[src/rtl/obi_bram_arbiter.sv]
// obi_bram_arbiter
//   Lets the core's OBI instruction port (read-only) and OBI data port (read/write)
//   share one simple-dual-port, byte-write BRAM (port A writes, port B reads).
//   A data write on port A can proceed in the same cycle as one read on port B.
//   Two competing reads are arbitrated round-robin.
//   Responses come back in order with a fixed latency of READ_LATENCY cycles.
//
// Ports
//   clk_i, rst_ni            clock; synchronous active-low reset
//   instr_*                  OBI instruction port: req/addr in; gnt/rvalid/rdata out
//   data_*                   OBI data port: req/we/be/addr/wdata in; gnt/rvalid/rdata out
//   ram_addra_o/dina_o/wea_o BRAM write port A
//   ram_addrb_o/enb_o        BRAM read port B
//   ram_rstb_o/regceb_o      BRAM output-register reset and clock enable
//   ram_doutb_i              BRAM read data
module obi_bram_arbiter #(
  parameter int unsigned ADDR_WIDTH   = 17,
  parameter int unsigned READ_LATENCY = 1
) (
  input  logic                  clk_i,
  input  logic                  rst_ni,
  input  logic                  instr_req_i,
  input  logic [31:0]           instr_addr_i,
  output logic                  instr_gnt_o,
  output logic                  instr_rvalid_o,
  output logic [31:0]           instr_rdata_o,
  input  logic                  data_req_i,
  input  logic                  data_we_i,
  input  logic [3:0]            data_be_i,
  input  logic [31:0]           data_addr_i,
  input  logic [31:0]           data_wdata_i,
  output logic                  data_gnt_o,
  output logic                  data_rvalid_o,
  output logic [31:0]           data_rdata_o,
  output logic [ADDR_WIDTH-1:0] ram_addra_o,
  output logic [31:0]           ram_dina_o,
  output logic [3:0]            ram_wea_o,
  output logic [ADDR_WIDTH-1:0] ram_addrb_o,
  output logic                  ram_enb_o,
  output logic                  ram_rstb_o,
  output logic                  ram_regceb_o,
  input  logic [31:0]           ram_doutb_i
);

  // rr_last records which port won the most recent contested read.
  typedef enum logic {RR_DATA = 1'b0, RR_INSTR = 1'b1} rr_e;

  rr_e rr_last_q, rr_last_d;

  logic [READ_LATENCY-1:0] ivld_q, ivld_d;   // instruction response valid pipeline
  logic [READ_LATENCY-1:0] dvld_q, dvld_d;   // data response valid pipeline
  logic [READ_LATENCY-1:0] drd_q,  drd_d;    // data response is a read (carries rdata)

  logic instr_gnt, data_gnt;
  logic data_rd, data_wr;

  logic [ADDR_WIDTH-1:0] instr_word, data_word;

  // Address bits outside the word index are ignored; higher bits alias.
  logic unused_addr_bits;
  assign unused_addr_bits = ^{instr_addr_i[31:ADDR_WIDTH+2], instr_addr_i[1:0],
                              data_addr_i[31:ADDR_WIDTH+2],  data_addr_i[1:0]};

  assign instr_word = instr_addr_i[ADDR_WIDTH+1:2];
  assign data_word  = data_addr_i[ADDR_WIDTH+1:2];
  assign data_rd    = data_req_i & ~data_we_i;
  assign data_wr    = data_req_i &  data_we_i;

  // Grant decision: combinational from requests and rr_last.
  always_comb begin
    instr_gnt = 1'b0;
    data_gnt  = 1'b0;
    rr_last_d = rr_last_q;
    if (rst_ni) begin
      if (data_wr) begin
        // The write uses port A, so port B is free for an instruction fetch.
        data_gnt  = 1'b1;
        instr_gnt = instr_req_i;
      end else if (data_rd && instr_req_i) begin
        if (rr_last_q == RR_INSTR) begin
          data_gnt  = 1'b1;
          rr_last_d = RR_DATA;
        end else begin
          instr_gnt = 1'b1;
          rr_last_d = RR_INSTR;
        end
      end else begin
        data_gnt  = data_rd;
        instr_gnt = instr_req_i;
      end
    end
  end

  assign instr_gnt_o = instr_gnt;
  assign data_gnt_o  = data_gnt;

  assign ram_addra_o = data_word;
  assign ram_dina_o  = data_wdata_i;
  assign ram_wea_o   = (data_gnt && data_wr) ? data_be_i : 4'b0000;
  assign ram_addrb_o = instr_gnt ? instr_word : data_word;
  assign ram_enb_o   = instr_gnt | (data_gnt & data_rd);

  // Response pipelines: stage 0 is loaded at grant time, and each cycle shifts it one stage along.
  always_comb begin
    ivld_d    = ivld_q;
    dvld_d    = dvld_q;
    drd_d     = drd_q;
    ivld_d[0] = instr_gnt;
    dvld_d[0] = data_gnt;
    drd_d[0]  = data_gnt & data_rd;
    for (int i = 1; i < int'(READ_LATENCY); i++) begin
      ivld_d[i] = ivld_q[i-1];
      dvld_d[i] = dvld_q[i-1];
      drd_d[i]  = drd_q[i-1];
    end
  end

  always_ff @(posedge clk_i) begin
    if (!rst_ni) begin
      rr_last_q <= RR_INSTR;
      ivld_q    <= '0;
      dvld_q    <= '0;
      drd_q     <= '0;
    end else begin
      rr_last_q <= rr_last_d;
      ivld_q    <= ivld_d;
      dvld_q    <= dvld_d;
      drd_q     <= drd_d;
    end
  end

  // rvalid is also masked by the reset input, so a response due in the
  // reset cycle itself is dropped rather than delivered.
  assign instr_rvalid_o = ivld_q[READ_LATENCY-1] & rst_ni;
  assign data_rvalid_o  = dvld_q[READ_LATENCY-1] & rst_ni;
  assign instr_rdata_o  = instr_rvalid_o ? ram_doutb_i : 32'h0;
  assign data_rdata_o   = (data_rvalid_o && drd_q[READ_LATENCY-1]) ? ram_doutb_i : 32'h0;

  // With an output register, load it one cycle after the read is issued.
  assign ram_regceb_o = (READ_LATENCY == 2) ? (ivld_q[0] | drd_q[0]) : 1'b0;
  assign ram_rstb_o   = ~rst_ni;

endmodule

[config.mk]
export PLATFORM = sky130hd
export DESIGN_NAME = obi_bram_arbiter
export DESIGN_NICKNAME = d
export VERILOG_FILES = /design/src/rtl/obi_bram_arbiter.sv
export SDC_FILE = /design/constraint.sdc
export NUM_CORES = 1
export LEC_CHECK = 0
export CAP_MARGIN = 20
export CORE_AREA = 2 2 109 111
export DETAILED_ROUTE_END_ITERATION = 10
export DIE_AREA = 0 0 111 113
export PLACE_DENSITY = 0.64
export SETUP_SLACK_MARGIN = 0.1
export SKIP_LAST_GASP = 1
export SLEW_MARGIN = 20
export SYNTH_ARGS = -nofsm -noshare
export SYNTH_HDL_FRONTEND = slang
export SYNTH_SLANG_ARGS = --single-unit
[constraint.sdc]
create_clock -name clk_i -period 2.5 [get_ports clk_i]
set_input_delay 0.375 -clock clk_i [delete_from_list [all_inputs] [get_ports clk_i]]
set_output_delay 0.375 -clock clk_i [all_outputs]
set_load 0.005 [all_outputs]
==> results.json, run 1 <==
{
  "status": "finished clean",
  "seqPwrFrac_pct": 10.3,
  "required_ns": 2.12,
  "r2r_start": "rr_last_q$_SDFFE_PN1P_",
  "multiInputGateArea_um2": 766,
  "num_rows": 39,
  "met1_usage_pct": 8.46,
  "place_inst": 441,
  "fin_skew_ns": 0.00332,
  "synth_commonest_cells": "50 x buf_4, 38 x and2_1, 33 x and3_1, 10 x clkbuf_1, 9 x mux2_2",
  "crit_type": "input pin to output port",
  "nets": 447,
  "ant_nets": 0,
  "io_pins": 278,
  "ys_warn_count": 0,
  "cp_max_fo": 5,
  "cts_buffers": 3,
  "grt_busiest_layer": "met2",
  "rsz0062_at_grt": "no",
  "fillers": 1231,
  "holdPathEnd": "dvld_q$_SDFF_PN0_",
  "crit_path_end_kind": "output port",
  "maxCapViolations": 0,
  "synth_nets": 306,
  "wl_mm": 5.73,
  "comb_power_share_pct": 52.6,
  "num_antenna_cells": 0,
  "gp_congestion": 0.787,
  "antenna_found_initial": 0,
  "reg2reg_depth": 7,
  "critPathLaunchType": "input pin",
  "stdcell_count": 451,
  "h-tree-depth": 1,
  "synth_top_area_cell": "buf_4",
  "cts_tree": "done",
  "power.switching_mw": 0.151,
  "setup_viol": 0,
  "hold_depth": 1,
  "grt_usage_pct": 8.59,
  "clk-insertion-delay-late_ns": 0.22,
  "use_met2_pct": 16.1,
  "cts-root-buf": "clkbuf_16",
  "dp_hpwl_mm": 4.81,
  "synth_area_per_cell_um2": 7.68,
  "wl_per_cell_um": 12.7,
  "critical_path_arrival_ns": 1.95,
  "hold_violations": 0,
  "timing.rr.end": "ivld_q$_SDFF_PN0_",
  "min_period_ns": 2.32,
  "met3_usage_pct": 3.91,
  "switching_share_pct": 22.4,
  "pwr-share-clk_pct": 37.0,
  "post-route-period-util_pct": 92.8,
  "placed_area_um2": 2960,
  "grt_max_degree": 34,
  "clk_path_buf_depth": 2,
  "path_cells": "dlygate4sd2_1, nand2b_4, o211ai_4, buf_6, buf_16, mux2_4, clkdlybuf4s50_1",
  "postSynth.asyncResetShare_pct": 0,
  "fin_util_pct": 27.7,
  "max_stage_delay_ns": 0.46,
  "first_iter_violations": 18,
  "cp_slowest_cell": "clkdlybuf4s50_1",
  "netlist_top_cells_area": "buf_4 29%, and2_1 18%, and3_1 16%",
  "maxSlewViolCount": 0,
  "ir_drop_uv": 206,
  "p_leak_nw": 1.37,
  "ys.flop_type": "dfxtp_1",
  "core_area_um2": 11300,
  "vias": 1693,
  "place_worst_setup_slack_ns": -0.0632,
  "dieArea_um2": 12500,
  "die_w_um": 111,
  "powerDensity_nw_per_um2": 215,
  "synth-seq-area-share_pct": 6.17,
  "routed_via_density": 3.75,
  "first_global_vias": 1721,
  "synthCells": 169,
  "final-seq-area_um2": 80.1,
  "synth.most_common_cell": "buf_4",
  "fin_ws_ns": 0.179,
  "p_int_mw": 0.521,
  "hp-start": "rr_last_q$_SDFFE_PN1P_",
  "drc": 0,
  "drive_gt1_share_pct": 13.3,
  "synth_seq_cells": 4,
  "port_buffers": 182,
  "area_delta_synth_final_pct": 141,
  "clkTransAtPathRegs_ns": 0.03,
  "initial_core_util_pct": 11.5,
  "dr.pass1.iters": 3,
  "fmax_ghz": 0.431,
  "synth_top_area_share_pct": 28.9,
  "grt_overflow": 0,
  "fp.dieH_um": 113,
  "cts.sinks": 4,
  "final_cell_area_um2": 3120,
  "regToRegSetupSlack_ns": 1.24,
  "hold_path_class": "register to register",
  "tns_ns": 0,
  "synthDistinctLibCells": 19,
  "hold_buffers": 0,
  "synth_edf_count": 0,
  "netlist_area_um2": 1300,
  "grt_pass1_wl_mm": 8.63
}
[worst max-delay path: cells and delay by family]
kind,cells,cell delay [ns]
AND/OR/NAND/NOR,1,0.15
buffers and inverters,4,0.95
multiplexers,1,0.29
AO/OA/AOI/OAI,1,0.19
[stage by stage]
stage / power, mW / hold slack, ns
3_3_place_gp: 0.418 / 0.540
3_5_place_dp: 0.423 / 0.535
4_1_cts: 0.684 / 0.560
5_1_grt: 0.711 / 0.584
2_1_floorplan: 0.220 / 0.447
6_report: 0.672 / 0.567
[sequential cells by signal, indices dropped and copies added (netlist names)]
name       count
drd_q          1
dvld_q         1
ivld_q         1
rr_last_q      1
[per-layer routing]
metal,wire (um),vias to the layer above
met4,99,0
li1,-,789
met2,2810,139
met1,2090,753
met3,729,12
met5,0,-
[cell type report]
type	count	area share [%]
well taps	143	5.73
clock buffers	3	2.40
inverters	5	0.601
multi-input cells	99	24.5
repair buffers	197	64.2
flip-flops and latches	4	2.56
[worst max-delay path by stage]
stage,to,slack (ns),start
2_1_floorplan,ram_addrb_o[10],0.83,data_we_i
3_3_place_gp,ram_addrb_o[3],-0.06,data_req_i
3_5_place_dp,ram_addrb_o[3],-0.06,data_req_i
4_1_cts,ram_addrb_o[8],0.14,data_we_i
5_1_grt,ram_addrb_o[8],0.12,data_we_i
6_report,ram_addrb_o[8],0.18,data_we_i
[logic make-up (layout without fill, tap and decap cells)]
family | after synthesis | after routing | synth area share (%)
other | 1 | 1 | 0.289
buffers and inverters | 66 | 205 | 34.8
DFF | 4 | 4 | 6.17
and+or+nand+nor | 76 | 76 | 37.2
AOI/OAI and AO/OA | 4 | 4 | 3.76
muxes | 17 | 17 | 17.1
xor gates and xnor gates | 1 | 1 | 0.675
[cells in the final DEF (no fill, tap or decap), drive strengths merged, types with 2 or more instances in the layout]
cell / Yosys / layout
and2: 38 / 38
and3: 34 / 34
buf: 51 / 15
clkbuf: 10 / 3
clkdlybuf4s50: 0 / 162
dfxtp: 4 / 4
dlygate4sd2: 0 / 19
inv: 5 / 5
mux2: 17 / 17
o311a: 2 / 2
[repair_timing]
item	in CTS	in global routing
resized for setup	28	0
setup buffers	5	0
pin swaps	1	1
gates cloned	2	0
endpoints found under the setup margin	51	1
[power by group through the flow]
stage / registers (mW) / logic, mW / clock network (mW)
global route: 0.0700 / 0.379 / 0.262
floorplan: 0.0702 / 0.149 / 0
detailed placement: 0.0703 / 0.352 / 0
CTS: 0.0695 / 0.360 / 0.255
finish: 0.0695 / 0.354 / 0.249
global placement: 0.0701 / 0.347 / 0
Note: power is estimated with default switching activity, not from simulation.
==> run 2, diff against run 1 <==
--- a/config.mk
+++ b/config.mk
@@ -6,10 +6,10 @@
 export NUM_CORES = 1
 export LEC_CHECK = 0
 export CAP_MARGIN = 20
-export CORE_AREA = 2 2 109 111
+export CORE_AREA = 5 5 106 108
 export DETAILED_ROUTE_END_ITERATION = 10
 export DIE_AREA = 0 0 111 113
-export PLACE_DENSITY = 0.64
+export PLACE_DENSITY = 0.7
 export SETUP_SLACK_MARGIN = 0.1
 export SKIP_LAST_GASP = 1
 export SLEW_MARGIN = 20
==> results.json, run 2 (synthesized netlist as in run 1, its figures left out) <==
{
  "comb_power_share_pct": 62.5,
  "h-tree-depth": 1,
  "hold_path_class": "register to register",
  "hold_depth": 1,
  "num_rows": 37,
  "grt_usage_pct": 8.83,
  "cts-root-buf": "clkbuf_8",
  "min_period_ns": 2.54,
  "pwr-share-clk_pct": 24.3,
  "seqPwrFrac_pct": 13.2,
  "routed_via_density": 3.73,
  "reg2reg_depth": 4,
  "crit_path_end_kind": "output port",
  "clk_path_buf_depth": 2,
  "hold_violations": 0,
  "cp_max_fo": 19,
  "fin_ws_ns": -0.0368,
  "critPathLaunchType": "input pin",
  "maxSlewViolCount": 0,
  "final_cell_area_um2": 2970,
  "area_delta_synth_final_pct": 129,
  "drive_gt1_share_pct": 10.7,
  "violations": "negative setup slack",
  "layout_common_cells": "181 x clkdlybuf4s50_1, 38 x and2_1, 33 x and3_1, 9 x mux2_2, 8 x mux2_4",
  "fp.dieH_um": 113,
  "rsz0062_at_grt": "yes",
  "core_area_um2": 10100,
  "powerDensity_nw_per_um2": 184,
  "setup_viol": 10,
  "antenna_found_initial": 0,
  "hold_buffers": 0,
  "wl_mm": 5.90,
  "die_w_um": 111,
  "fillers": 1047,
  "clk-insertion-delay-late_ns": 0.21,
  "io_pins": 278,
  "first_iter_violations": 37,
  "vias": 1625,
  "cts.sinks": 4,
  "layout_commonest_cell": "clkdlybuf4s50_1",
  "status": "complete, but fails checks",
  "clkTransAtPathRegs_ns": 0.03,
  "wl_per_cell_um": 13.5,
  "fin_skew_ns": 0.00292,
  "ir_drop_uv": 177,
  "cts_buffers": 3,
  "p_int_mw": 0.415,
  "grt_overflow": 0,
  "initial_core_util_pct": 12.8,
  "power.switching_mw": 0.132,
  "fmax_ghz": 0.394,
  "grt_max_degree": 33,
  "ant_nets": 0,
  "nets": 439,
  "post-route-period-util_pct": 101,
  "port_buffers": 182,
  "place_worst_setup_slack_ns": -0.0579,
  "num_antenna_cells": 0,
  "crit_type": "input pin to output port",
  "placed_area_um2": 2930,
  "maxCapViolations": 0,
  "p_leak_nw": 1.26,
  "first_global_vias": 1772,
  "dieArea_um2": 12500,
  "dp_hpwl_mm": 5.18,
  "gp_congestion": 0.782,
  "dr.pass1.iters": 3,
  "required_ns": 2.12,
  "cts_tree": "done",
  "drc": 0,
  "grt_pass1_wl_mm": 9.02,
  "critical_path_arrival_ns": 2.16,
  "switching_share_pct": 24.1
}
## run 2: cell count changes in the layout (fill, tap and decap cells not counted)
cell,delta
clkbuf_8,+3
buf_16,-2
buf_4,-1
clkdlybuf4s50_1,+19
dlygate4sd2_1,-18
clkdlybuf4s15_2,-1
buf_6,-4
buf_12,-1
clkbuf_16,-3
## run 2: area by class of cell
class / count / area, um^2 / area share [%]
Clock buffer: 3 / 41.3 / 1.39
Inverter: 5 / 18.8 / 0.631
Multi-Input combinational cell: 99 / 766 / 25.7
Sequential cell: 4 / 80.1 / 2.69
Tap cell: 136 / 170 / 5.72
Timing Repair Buffer: 189 / 1900 / 63.8
## run 2: worst max-delay path, stage by stage
cell and delay (ns):
clkdlybuf4s50_1 0.53, nand2b_4 0.08, o211ai_4 0.18, buf_12 0.19
mux2_2 0.35, clkdlybuf4s50_1 0.46
## run 2: power by group through the flow
stage / clock [mW] / sequential (mW) / combinational [mW]
global placement: 0 / 0.0732 / 0.341
floorplan: 0 / 0.0702 / 0.149
finish: 0.133 / 0.0720 / 0.342
global route: 0.147 / 0.0729 / 0.367
detailed placement: 0 / 0.0731 / 0.346
CTS: 0.138 / 0.0723 / 0.348
## run 2: worst paths after layout
check | start | endpoint | slack [ns]
max | data_req_i | ram_addrb_o[5] | -0.04
min | rr_last_q$_SDFFE_PN1P_ | dvld_q$_SDFF_PN0_ | 0.56
max reg2reg | rr_last_q$_SDFFE_PN1P_ | ivld_q$_SDFF_PN0_ | 1.50
min reg2reg | rr_last_q$_SDFFE_PN1P_ | dvld_q$_SDFF_PN0_ | 0.56
## run 2: layer usage
layer | GRT usage (%) | part of all wire [%] | routed length, um | up-vias
met5 | 0 | 0 | 0 | -
met4 | 3.86 | 3.0 | 178 | 0
met3 | 3.90 | 13 | 764 | 16
met2 | 16.1 | 48 | 2850 | 126
met1 | 8.67 | 36 | 2110 | 714
li1 | - | - | - | 769
## run 2: per-stage QoR
stage | util [%] | power (mW) | std cells | hold slack [ns] | TNS, ns
2_1_floorplan | - | 0.220 | 169 | 0.447 | 0
3_3_place_gp | 28.9 | 0.414 | 433 | 0.546 | -0.125
3_5_place_dp | 28.9 | 0.419 | 433 | 0.537 | -0.379
4_1_cts | 29.3 | 0.558 | 436 | 0.560 | -0.428
5_1_grt | 29.3 | 0.586 | 436 | 0.599 | -1.20
6_report | 29.3 | 0.547 | 436 | 0.558 | -0.190
## run 2: timing repair
action,in CTS,in global routing
setup buffers,0,0
setup endpoints to repair,49,17
resized for setup,1,0
==> run 3, diff against run 2 <==
--- a/config.mk
+++ b/config.mk
@@ -12,7 +12,6 @@
 export PLACE_DENSITY = 0.7
 export SETUP_SLACK_MARGIN = 0.1
 export SKIP_LAST_GASP = 1
-export SLEW_MARGIN = 20
 export SYNTH_ARGS = -nofsm -noshare
 export SYNTH_HDL_FRONTEND = slang
 export SYNTH_SLANG_ARGS = --single-unit
==> results of run 3 <==
The final DEF is identical to that of run 2; final timing and power are the same.
